### src/rtl/pipe_hazard_ctrl.sv
// Hazard and stall controller for a five-stage pipeline: load-use stall, branch
// flush, data-memory wait stall, operand forwarding and a saturating stall counter.
module pipe_hazard_ctrl #(
  parameter int CNTW = 16
) (
  input  logic            clk,
  input  logic            rst,
  input  logic [4:0]      rs1D,
  input  logic [4:0]      rs2D,
  input  logic [4:0]      rs1E,
  input  logic [4:0]      rs2E,
  input  logic [4:0]      rdE,
  input  logic [4:0]      rdM,
  input  logic [4:0]      rdW,
  input  logic            loadE,
  input  logic            regWriteM,
  input  logic            regWriteW,
  input  logic            PCSrcE,
  input  logic            memReqM,
  input  logic            memReadyM,
  output logic            stallF,
  output logic            stallD,
  output logic            stallE,
  output logic            stallM,
  output logic            flushD,
  output logic            flushE,
  output logic [1:0]      forwardAE,
  output logic [1:0]      forwardBE,
  output logic [CNTW-1:0] stallCnt
);

  typedef enum logic [0:0] {
    RUN   = 1'b0,
    MWAIT = 1'b1
  } state_e;

  state_e          state_q;
  state_e          state_d;
  logic [CNTW-1:0] cnt_q;
  logic [CNTW-1:0] cnt_d;

  logic mem_wait;
  logic lw_stall;

  // x0 is hard-wired to zero, so it can never be the source of a hazard or forward.
  function automatic logic [1:0] fwd_sel(
    input logic [4:0] rs,
    input logic       wr_m,
    input logic [4:0] rd_m,
    input logic       wr_w,
    input logic [4:0] rd_w
  );
    logic [1:0] sel;
    sel = 2'b00;
    if (wr_m && (rd_m != 5'd0) && (rd_m == rs)) begin
      sel = 2'b10;
    end else if (wr_w && (rd_w != 5'd0) && (rd_w == rs)) begin
      sel = 2'b01;
    end
    return sel;
  endfunction

  always_comb begin
    mem_wait = memReqM & ~memReadyM;
    lw_stall = loadE & (rdE != 5'd0) & ((rdE == rs1D) | (rdE == rs2D));
  end

  always_ff @(posedge clk or negedge rst) begin
    if (!rst) begin
      state_q <= RUN;
    end else begin
      state_q <= state_d;
    end
  end

  always_comb begin
    state_d = state_q;
    case (state_q)
      RUN: begin
        if (mem_wait) begin
          state_d = MWAIT;
        end
      end
      MWAIT: begin
        if (memReadyM) begin
          state_d = RUN;
        end
      end
      default: begin
        state_d = RUN;
      end
    endcase
  end

  // The wait is judged from the live inputs in both states, so the first wait cycle
  // stalls immediately and a ready response releases the stall in the same cycle.
  // A taken branch seen during a wait stays in E and flushes once the wait ends.
  always_comb begin
    stallF = 1'b0;
    stallD = 1'b0;
    stallE = 1'b0;
    stallM = 1'b0;
    flushD = 1'b0;
    flushE = 1'b0;
    if (mem_wait) begin
      stallF = 1'b1;
      stallD = 1'b1;
      stallE = 1'b1;
      stallM = 1'b1;
    end else if (PCSrcE) begin
      flushD = 1'b1;
      flushE = 1'b1;
    end else if (lw_stall) begin
      stallF = 1'b1;
      stallD = 1'b1;
      flushE = 1'b1;
    end
  end

  always_comb begin
    forwardAE = fwd_sel(rs1E, regWriteM, rdM, regWriteW, rdW);
    forwardBE = fwd_sel(rs2E, regWriteM, rdM, regWriteW, rdW);
  end

  always_comb begin
    cnt_d = cnt_q;
    if (stallF && (cnt_q != {CNTW{1'b1}})) begin
      cnt_d = cnt_q + CNTW'(1);
    end
  end

  always_ff @(posedge clk or negedge rst) begin
    if (!rst) begin
      cnt_q <= '0;
    end else begin
      cnt_q <= cnt_d;
    end
  end

  assign stallCnt = cnt_q;

endmodule

### config.mk
export PLATFORM = sky130hd
export DESIGN_NAME = pipe_hazard_ctrl
export DESIGN_NICKNAME = d
export VERILOG_FILES = /design/src/rtl/pipe_hazard_ctrl.sv
export SDC_FILE = /design/constraint.sdc
export NUM_CORES = 1
export LEC_CHECK = 0
export CAP_MARGIN = 20
export CORE_UTILIZATION = 43
export CTS_BUF_LIST = sky130_fd_sc_hd__clkbuf_4
export CTS_CLUSTER_DIAMETER = 150
export DETAILED_ROUTE_END_ITERATION = 10
export PLACE_DENSITY = 0.87
export SLEW_MARGIN = 20
export SYNTH_ARGS = -nofsm -noshare
export SYNTH_HDL_FRONTEND = slang
export SYNTH_SLANG_ARGS = --single-unit
### constraint.sdc
create_clock -name clk -period 5.45 [get_ports clk]
set_clock_uncertainty 0.2 [all_clocks]
set_input_delay 0.8175 -clock clk [delete_from_list [all_inputs] [get_ports clk]]
set_output_delay 0.8175 -clock clk [all_outputs]
set_load 0.005 [all_outputs]
; Yosys cells after proc, flatten, opt, wreduce, memory -nomap -nowiden
; Cells that the tools add are included.
[op_classes]
addsub = 1
mul = 0
div_mod_pow = 0
order_cmp = 0
eq_ne = 7
shifts = 0
muxes = 12
bitwise_logic = 5
n_reduce_logical = 10
[op_table]
columns = cell, count
row1 = 5-bit equality test, 6
row2 = 16-bit by 1-bit adder with 16-bit output (second input constant), 1
row3 = 16-bit != test (second input constant), 1
row4 = 5-bit nonzero test, 3
row5 = 1-bit two-way mux, 10
row6 = 1-bit logical AND, 7
row7 = 2-bit two-way mux, 2
row8 = 1-bit bitwise AND, 3
row9 = 1-bit inverter, 1
row10 = 1-bit bitwise OR, 1
[totals]
register_bits = 16
latch_bits = 0
ramBits = 0
mem_bits_ro = 0
in_bits = 43
out_inout_bits = 26
wordCells = 36
mem_count = 0

; Depth between registers and ports, before layout
; Gate-level depths: netlist of the first run.
[depth]
depth_word = 7
mapped_depth = 7
ltp_nobuf = 6

; Least setup slack after synthesis of the first run
; OpenSTA, ideal clock, no wires.
[synth_path]
path_kind = input to output
startpoint = in rdE[2]
endpoint = out stallF
t_arrival_ns = 2.011
required_time_ns = 4.433
slack_ns = 2.421
cell_stages = 5
path_buffers = 1
path_cell_list = xor2_1 nor3_1 a22oi_1 o31ai_1 buf_4
[synth_between]
elab_chain_cells = 6
elab_cells_between_ends = 9
classes_between = eq/ne: 2 / mux: 3 / bitwise: 3 / reduce/logical: 1
[synth_lines]
columns = element, line_no
row1 = start: declaration, 12  ; input logic [4:0] rdE,
row2 = 5-bit equality test or 5-bit nonzero test (tied branches), 65  ; lw_stall = loadE & (rdE != 5'd0) & ((rdE == rs1D) | (rdE == rs2D));
row3 = 1-bit bitwise OR or 1-bit bitwise AND (tied branches), 65
row4 = 1-bit bitwise AND (*), 65
row5 = 1-bit two-way mux (*) (3 in series), -
row6 = end: declaration, 21  ; output logic stallF,
; Every way passes the cells marked *; elsewhere a longest branch is shown, timed or not.

; Final worst setup path of the first run
[layout_path]
startpoint = in rdE[2]
endpoint = out stallD
[layout_between]
elab_chain_cells = 6
elab_cells_between_ends = 9
classes_between = eq/ne: 2 / mux: 3 / bitwise: 3 / reduce/logical: 1
[layout_lines]
columns = element, line_no
row1 = 5-bit equality test or 5-bit nonzero test (tied branches), 65
row2 = 1-bit bitwise OR or 1-bit bitwise AND (tied branches), 65
row3 = 1-bit bitwise AND (*), 65
row4 = 1-bit two-way mux (*), 113  ; end else if (lw_stall) begin
row5 = 1-bit two-way mux (*), 110  ; end else if (PCSrcE) begin
row6 = 1-bit two-way mux (*), 105  ; if (mem_wait) begin
row7 = end: declaration, 22  ; output logic stallD,
; Marks and branches as above.

==> results of run 1 <==
-- final timing paths --
kind	from	to	slack [ps]	depth (start not counted)
max	rdE[2]	stallD	1260	6
min	stallCnt[11]$_DFFE_PN0P_	stallCnt[11]$_DFFE_PN0P_	340	1
max reg2reg	stallCnt[0]$_DFFE_PN0P_	stallCnt[5]$_DFFE_PN0P_	3150	6
min reg2reg	stallCnt[11]$_DFFE_PN0P_	stallCnt[11]$_DFFE_PN0P_	340	1
max in group asynchronous	rst	stallCnt[0]$_DFFE_PN0P_	3880	1
min in group asynchronous	rst	stallCnt[6]$_DFFE_PN0P_	740	1
-- layout make-up --
class / count / area (um^2) / share of cell area
clock inverter: 1 / 3.75 / 0.00192
tap: 31 / 38.8 / 0.0198
multi-input combinational: 114 / 801 / 0.409
timing repair buffer: 68 / 681 / 0.348
inverter: 3 / 11.3 / 0.00575
clock buffer: 3 / 22.5 / 0.0115
sequential: 16 / 400 / 0.204
-- cell usage after synthesis --
cell / n / area (um^2)
a41oi_1: 1 / 8.76
nor3_1: 7 / 35.0
nand2b_1: 1 / 6.26
dfrtp_1: 16 / 400
o31ai_1: 3 / 22.5
xnor2_1: 12 / 105
o21ai_0: 2 / 10.0
or4_1: 5 / 37.5
nand2_1: 3 / 11.3
o21ai_2: 1 / 8.76
xor2_1: 31 / 272
and3_1: 3 / 18.8
nor3_2: 1 / 10.0
inv_1: 3 / 11.3
mux2_2: 1 / 11.3
o21ai_1: 1 / 5.00
nor2_1: 11 / 41.3
a22oi_1: 1 / 7.51
nand3_1: 13 / 65.1
a21oi_1: 1 / 5.00
o21a_1: 1 / 7.51
or2_2: 1 / 6.26
and4_1: 2 / 17.5
buf_4: 3 / 22.5
ha_1: 1 / 12.5
nand4_1: 2 / 12.5
a31oi_1: 1 / 6.26
a311o_1: 2 / 20.0
nor4_1: 4 / 25.0
and2_1: 1 / 6.26
or3_1: 1 / 6.26
-- critical path, cell delays in order --
cell and delay [ps]:
clkdlybuf4s50_1 480, xor2_1 190, nor3_1 200, a22oi_1 190, o31ai_1 660, clkdlybuf4s50_1 630
-- through the flow --
step           total power [mW]  hold slack [ps]  setup slack, ps
2_1_floorplan             0.232              296             2420
3_3_place_gp              0.329              297             1440
3_5_place_dp              0.339              323             1280
4_1_cts                   0.404              339             1270
5_1_grt                   0.429              366             1110
6_report                  0.403              340             1260
-- power groups by stage --
| stage | registers (mW) | logic [mW] | clock network (mW) |
|---|---|---|---|
| floorplan | 0.173 | 0.0592 | 0 |
| global placement | 0.174 | 0.155 | 0 |
| detailed placement | 0.178 | 0.161 | 0 |
| CTS | 0.175 | 0.164 | 0.0648 |
| global route | 0.180 | 0.176 | 0.0727 |
| finish | 0.176 | 0.162 | 0.0644 |
-- metal layers --
metal,GRT usage,wire length (um)
met4,0.129,112
met5,0,0
met1,0.318,1600
met3,0.0442,192
met2,0.439,1880
-- placed cells by master (no fill, tap or decap) --
master / netlist / routed
o31ai_1: 3 / 3
clkinv_1: 0 / 1
clkbuf_4: 0 / 3
nand2_1: 3 / 3
nand3_1: 13 / 13
a22oi_1: 1 / 1
nor3_2: 1 / 1
xnor2_1: 12 / 12
o21ai_2: 1 / 1
or2_2: 1 / 1
and2_1: 1 / 1
a31oi_1: 1 / 1
ha_1: 1 / 1
o21ai_0: 2 / 2
nand4_1: 2 / 2
and4_1: 2 / 2
nor4_1: 4 / 4
nor2_1: 11 / 11
inv_1: 3 / 3
o21ai_1: 1 / 1
mux2_2: 1 / 1
dfrtp_1: 16 / 16
xor2_1: 31 / 31
and3_1: 3 / 3
or3_1: 1 / 1
a21oi_1: 1 / 1
o21a_1: 1 / 1
nor3_1: 7 / 7
clkdlybuf4s50_1: 0 / 68
a41oi_1: 1 / 1
nand2b_1: 1 / 1
a311o_1: 2 / 2
or4_1: 5 / 5
-- cells by family (layout without fill, tap and decap cells) --
family | count (synthesis) | after routing
DFF | 16 | 16
muxes | 1 | 1
AOI/OAI and AO/OA | 14 | 14
adders and majority gates | 1 | 1
xor gates and xnor gates | 43 | 43
buffers and inverters | 6 | 75
and+or+nand+nor | 55 | 55
==> out/qor.csv, run 1 <==
metric,value,unit
n_diodes,0,
Layout Utilization,0.716,
DRT iter0 DRCs,39,
Core Region,2730,um^2
Crit. End Element,output pin,
max-cap viol count,0,
Crit Path Category,input pin to output pin,
DR vias,1319,
fill count,228,
leakage,0.781,nW
post-route setup TNS,0,ps
Post-Synth Adder-Cell Area,0.0101,
TritonCTS Sinks,16,
net switching power,135,uW
Rel. slew slack,0.521,
Placed Cells,232,
Routed WL per cell,16.0,um
"Design Area, Final",1960,um^2
worst-path fanout max,6,
synthesis-to-finish area growth,58.6,%
Max H-tree Level,1,
Fin. Hold Viols,0,
Synth Area in XOR/XNOR,0.305,
Clock Tree Buf Depth,2,
die width,55.6,um
area share of and/or/nand/nor cells after synthesis,0.242,
vias in the first global route,1349,
Max Slew Vio Count,0,
CTS resizes,0,
main combinational cell family by area after synthesis,XOR/XNOR gates,
Synth Area in Compound Gates,0.0821,
fmax,238,MHz
first-pass GRT wire length,6.31,mm
first-pass detailed-route iteration total,4,
DP HPWL,3.16,mm
Mapped Nets,180,
remaining antenna violation count,0,
Post-CTS Setup Repair Bufs,0,
vias per cell,5.59,
"Clk Latency, worst-skew pair",290,ps
power share of the sequential group,0.438,
die height,55.6,um
mux cell area share after synthesis,0.00912,
pin count of the biggest net entering global routing,17,
Finish-stage setup viols,0,
CP startpoint kind,input pin,
IO Pins,69,
Rows,19,
sequential share of the synthesized area,0.324,
die footprint,3090,um^2
Power Internal,268,uW
pwr dens,206,nW/um^2
non-filler instance count after layout,236,
CTS Hold Bufs,0,
"Period Utilization, post-route",0.769,
layout cells sized above 1,0.0341,
Port Buf Inserts,68,
max FFs per register,16,
status,"finished, final reports clean",
hold crit path type,register to register,
Worst Path Arrival,3180,ps
sw frac,0.335,
YS warnings,0,
initial core utilization,0.452,
initial antenna violation count,0,
WL final,3.79,mm
CTS tree,done,
grt ovf,0,
"FF+latch count, synth",16,
worst path required time,4430,ps
Clk pwr share,0.160,
worst-margin pin slew,712,ps
Peak supply drop,276,uV
Total GRT Usage,0.259,
RePlAce Congestion,0.851,
Clock Root Buffer,clkbuf_4,
RSZ-0062 raised after global routing,no,
Tmin final,4190,ps
Synth Instances,136,
final net count,250,
Mapped Area,1230,um^2
Mean Syn Cell Area,9.08,um^2
Comb pwr share,0.402,
Netlist cell types,31,
"Cell Area, Placed",1930,um^2
cts bufs inserted,3,
DRC,0,
"Reg clk slew, reported paths",90,ps
Note: power is estimated with default switching activity, not from simulation.
==> run 2, diff against run 1 <==
Settings changed: CORE_UTILIZATION 43 to 40, PLACE_DENSITY 0.87 to 0.82.
Clock period 5.45 ns to 4.22 ns, I/O delays scaled along.
==> run 2 against run 1 <==
Effect of this change:
- the run now ends with design-rule violations left
- worst hold slack worse by 11 ps
- sequential power increased by 28%
- design area down 0.19%
- final cell count fell by 0.42%
- non-clock buffer count is the same
- largest power group unchanged
- first-iteration DRC count increased by 92%
- register-to-register slack got worse by 1200 ps
- die area rose by 7.2%
- clock-buffer cell count is the same
- sequential share of layout area about the same
- core utilization shrank 2.5 points
==> out/qor.csv, run 2 (synthesis results as in run 1) <==
metric,value,unit,change
Buf/Inv on CP,2,,unchanged
max-cap viol count,0,,unchanged
die width,57.6,um,+3.6%
Core Region,2830,um^2,+3.5%
pwr dens,259,nW/um^2,+26%
"commonest cells after routing, fill and taps aside","clkdlybuf4s50_1, xor2_1, dfrtp_1",,
"Period Utilization, post-route",0.889,,
worst-margin pin slew,706,ps,-6.38 ps
Crit. End Element,output pin,,
Fin. Hold Viols,0,,unchanged
TritonCTS Sinks,16,,unchanged
pin count of the biggest net entering global routing,17,,unchanged
CTS tree,done,,
final worst hold slack,328,ps,-11.5 ps
Total GRT Usage,0.238,,-0.0207
"Design Area, Final",1950,um^2,-0.19%
first-pass detailed-route iteration total,7,,+3
initial antenna violation count,0,,unchanged
"Cell Area, Placed",1930,um^2,unchanged
IO Pins,69,,unchanged
fill count,234,,+2.6%
die footprint,3310,um^2,+7.2%
DRC,7,,+7
"most used cell, CP",clkdlybuf4s50_1,,
remaining antenna violation count,0,,unchanged
CP max stage delay,630,ps,-30 ps
cell family with most CP delay,buffers and inverters,,
RSZ-0062 raised after global routing,no,,
Rel. slew slack,0.528,,+0.00684
CTS Hold Bufs,0,,unchanged
post-route setup TNS,0,ps,unchanged
Total Power,506,uW,+26%
DR vias,1315,,-0.30%
CP startpoint kind,input pin,,
leakage,0.780,nW,-0.20%
RePlAce Congestion,0.820,,-3.6%
fmax,267,MHz,
Tmin final,3750,ps,
"Clk Latency, worst-skew pair",280,ps,about the same
worst-path fanout max,6,,unchanged
DRT iter0 DRCs,75,,+92%
Rows,19,,unchanged
Clock Root Buffer,clkbuf_4,,
DP HPWL,3.19,mm,+0.86%
max FFs per register,16,,unchanged
first-pass GRT wire length,6.04,mm,-4.3%
Max H-tree Level,1,,unchanged
Routed WL per cell,15.8,um,-1.8%
vias per cell,5.60,,+0.12%
hold crit path type,register to register,,
vias in the first global route,1298,,-3.8%
Crit Path Category,input pin to output pin,,
Clock Tree Buf Depth,2,,unchanged
Finish-stage setup viols,0,,unchanged
layout cells sized above 1,0.0343,,+0.000167
"Reg clk slew, reported paths",80,ps,about the same
final net count,250,,unchanged
initial core utilization,0.437,,-0.0152
"most common cell after layout, fill and taps aside",clkdlybuf4s50_1,,
Peak supply drop,311,uV,+13%
cts bufs inserted,3,,unchanged
failing checks,design-rule violations,,
crit path max-delay cell type,clkdlybuf4s50_1,,
Port Buf Inserts,68,,unchanged
WL final,3.70,mm,-2.2%
status,"complete, but fails checks",,
Post-CTS Setup Repair Bufs,0,,unchanged
worst path required time,3390,ps,-1040 ps
crit-path cells,clkdlybuf4s50_1 -> xor2_1 -> nor3_1 -> a22oi_1 -> o31ai_1 -> clkdlybuf4s50_1,,
Max Slew Vio Count,0,,unchanged
grt ovf,0,,unchanged
synthesis-to-finish area growth,58.3,%,
CTS resizes,0,,unchanged
n_diodes,0,,unchanged
Worst Path Arrival,2920,ps,-260 ps
die height,57.6,um,+3.6%
## run 2: cell types whose count changed in the layout (fill, tap and decap cells not counted), sizes merged
cell | previous run | this run
clkinv | 1 | 0
## run 2: area by class of cell
type                    instances  area, um^2  share of cell area
clock buffers                   3        22.5              0.0115
inverters                       3        11.3             0.00576
multi-input cells             114         801               0.410
flip-flops and latches         16         400               0.205
well taps                      31        38.8              0.0198
repair buffers                 68         681               0.348
## run 2: worst paths after layout
check | endpoint | start | slack (ps) | cells past startpoint
hold / removal | stallCnt[9]$_DFFE_PN0P_ | stallCnt[9]$_DFFE_PN0P_ | 330 | 1
max in group asynchronous | stallCnt[3]$_DFFE_PN0P_ | rst | 2800 | 1
setup reg to reg | stallCnt[1]$_DFFE_PN0P_ | stallCnt[0]$_DFFE_PN0P_ | 1910 | 5
setup / recovery | stallD | rdE[3] | 470 | 6
hold reg to reg | stallCnt[9]$_DFFE_PN0P_ | stallCnt[9]$_DFFE_PN0P_ | 330 | 1
min in group asynchronous | stallCnt[4]$_DFFE_PN0P_ | rst | 580 | 1
## run 2: routing by layer
metal  up-vias  global-route usage  share of wire
met5         -                   0              0
met4         0              0.0627         0.0016
met3         2              0.0431          0.085
met2        51               0.410           0.50
met1       640               0.307           0.41
li1        622                   -              -
## run 2: power breakdown
group          leakage (nW)  internal [mW]  total [mW]  switching (mW)
Sequential            0.208          0.181       0.226          0.0450
Clock                0.0138         0.0331      0.0753          0.0423
Combinational         0.558          0.130       0.205          0.0749
Total                 0.780          0.344       0.506           0.162
## run 2: through the flow
stage | setup slack [ps] | util | instances
after global placement | 573 | 0.683 | 232
after detailed placement | 438 | 0.683 | 232
final | 470 | 0.691 | 235
after floorplan | 1560 | - | 136
after global routing | 342 | 0.691 | 235
after CTS | 444 | 0.691 | 235
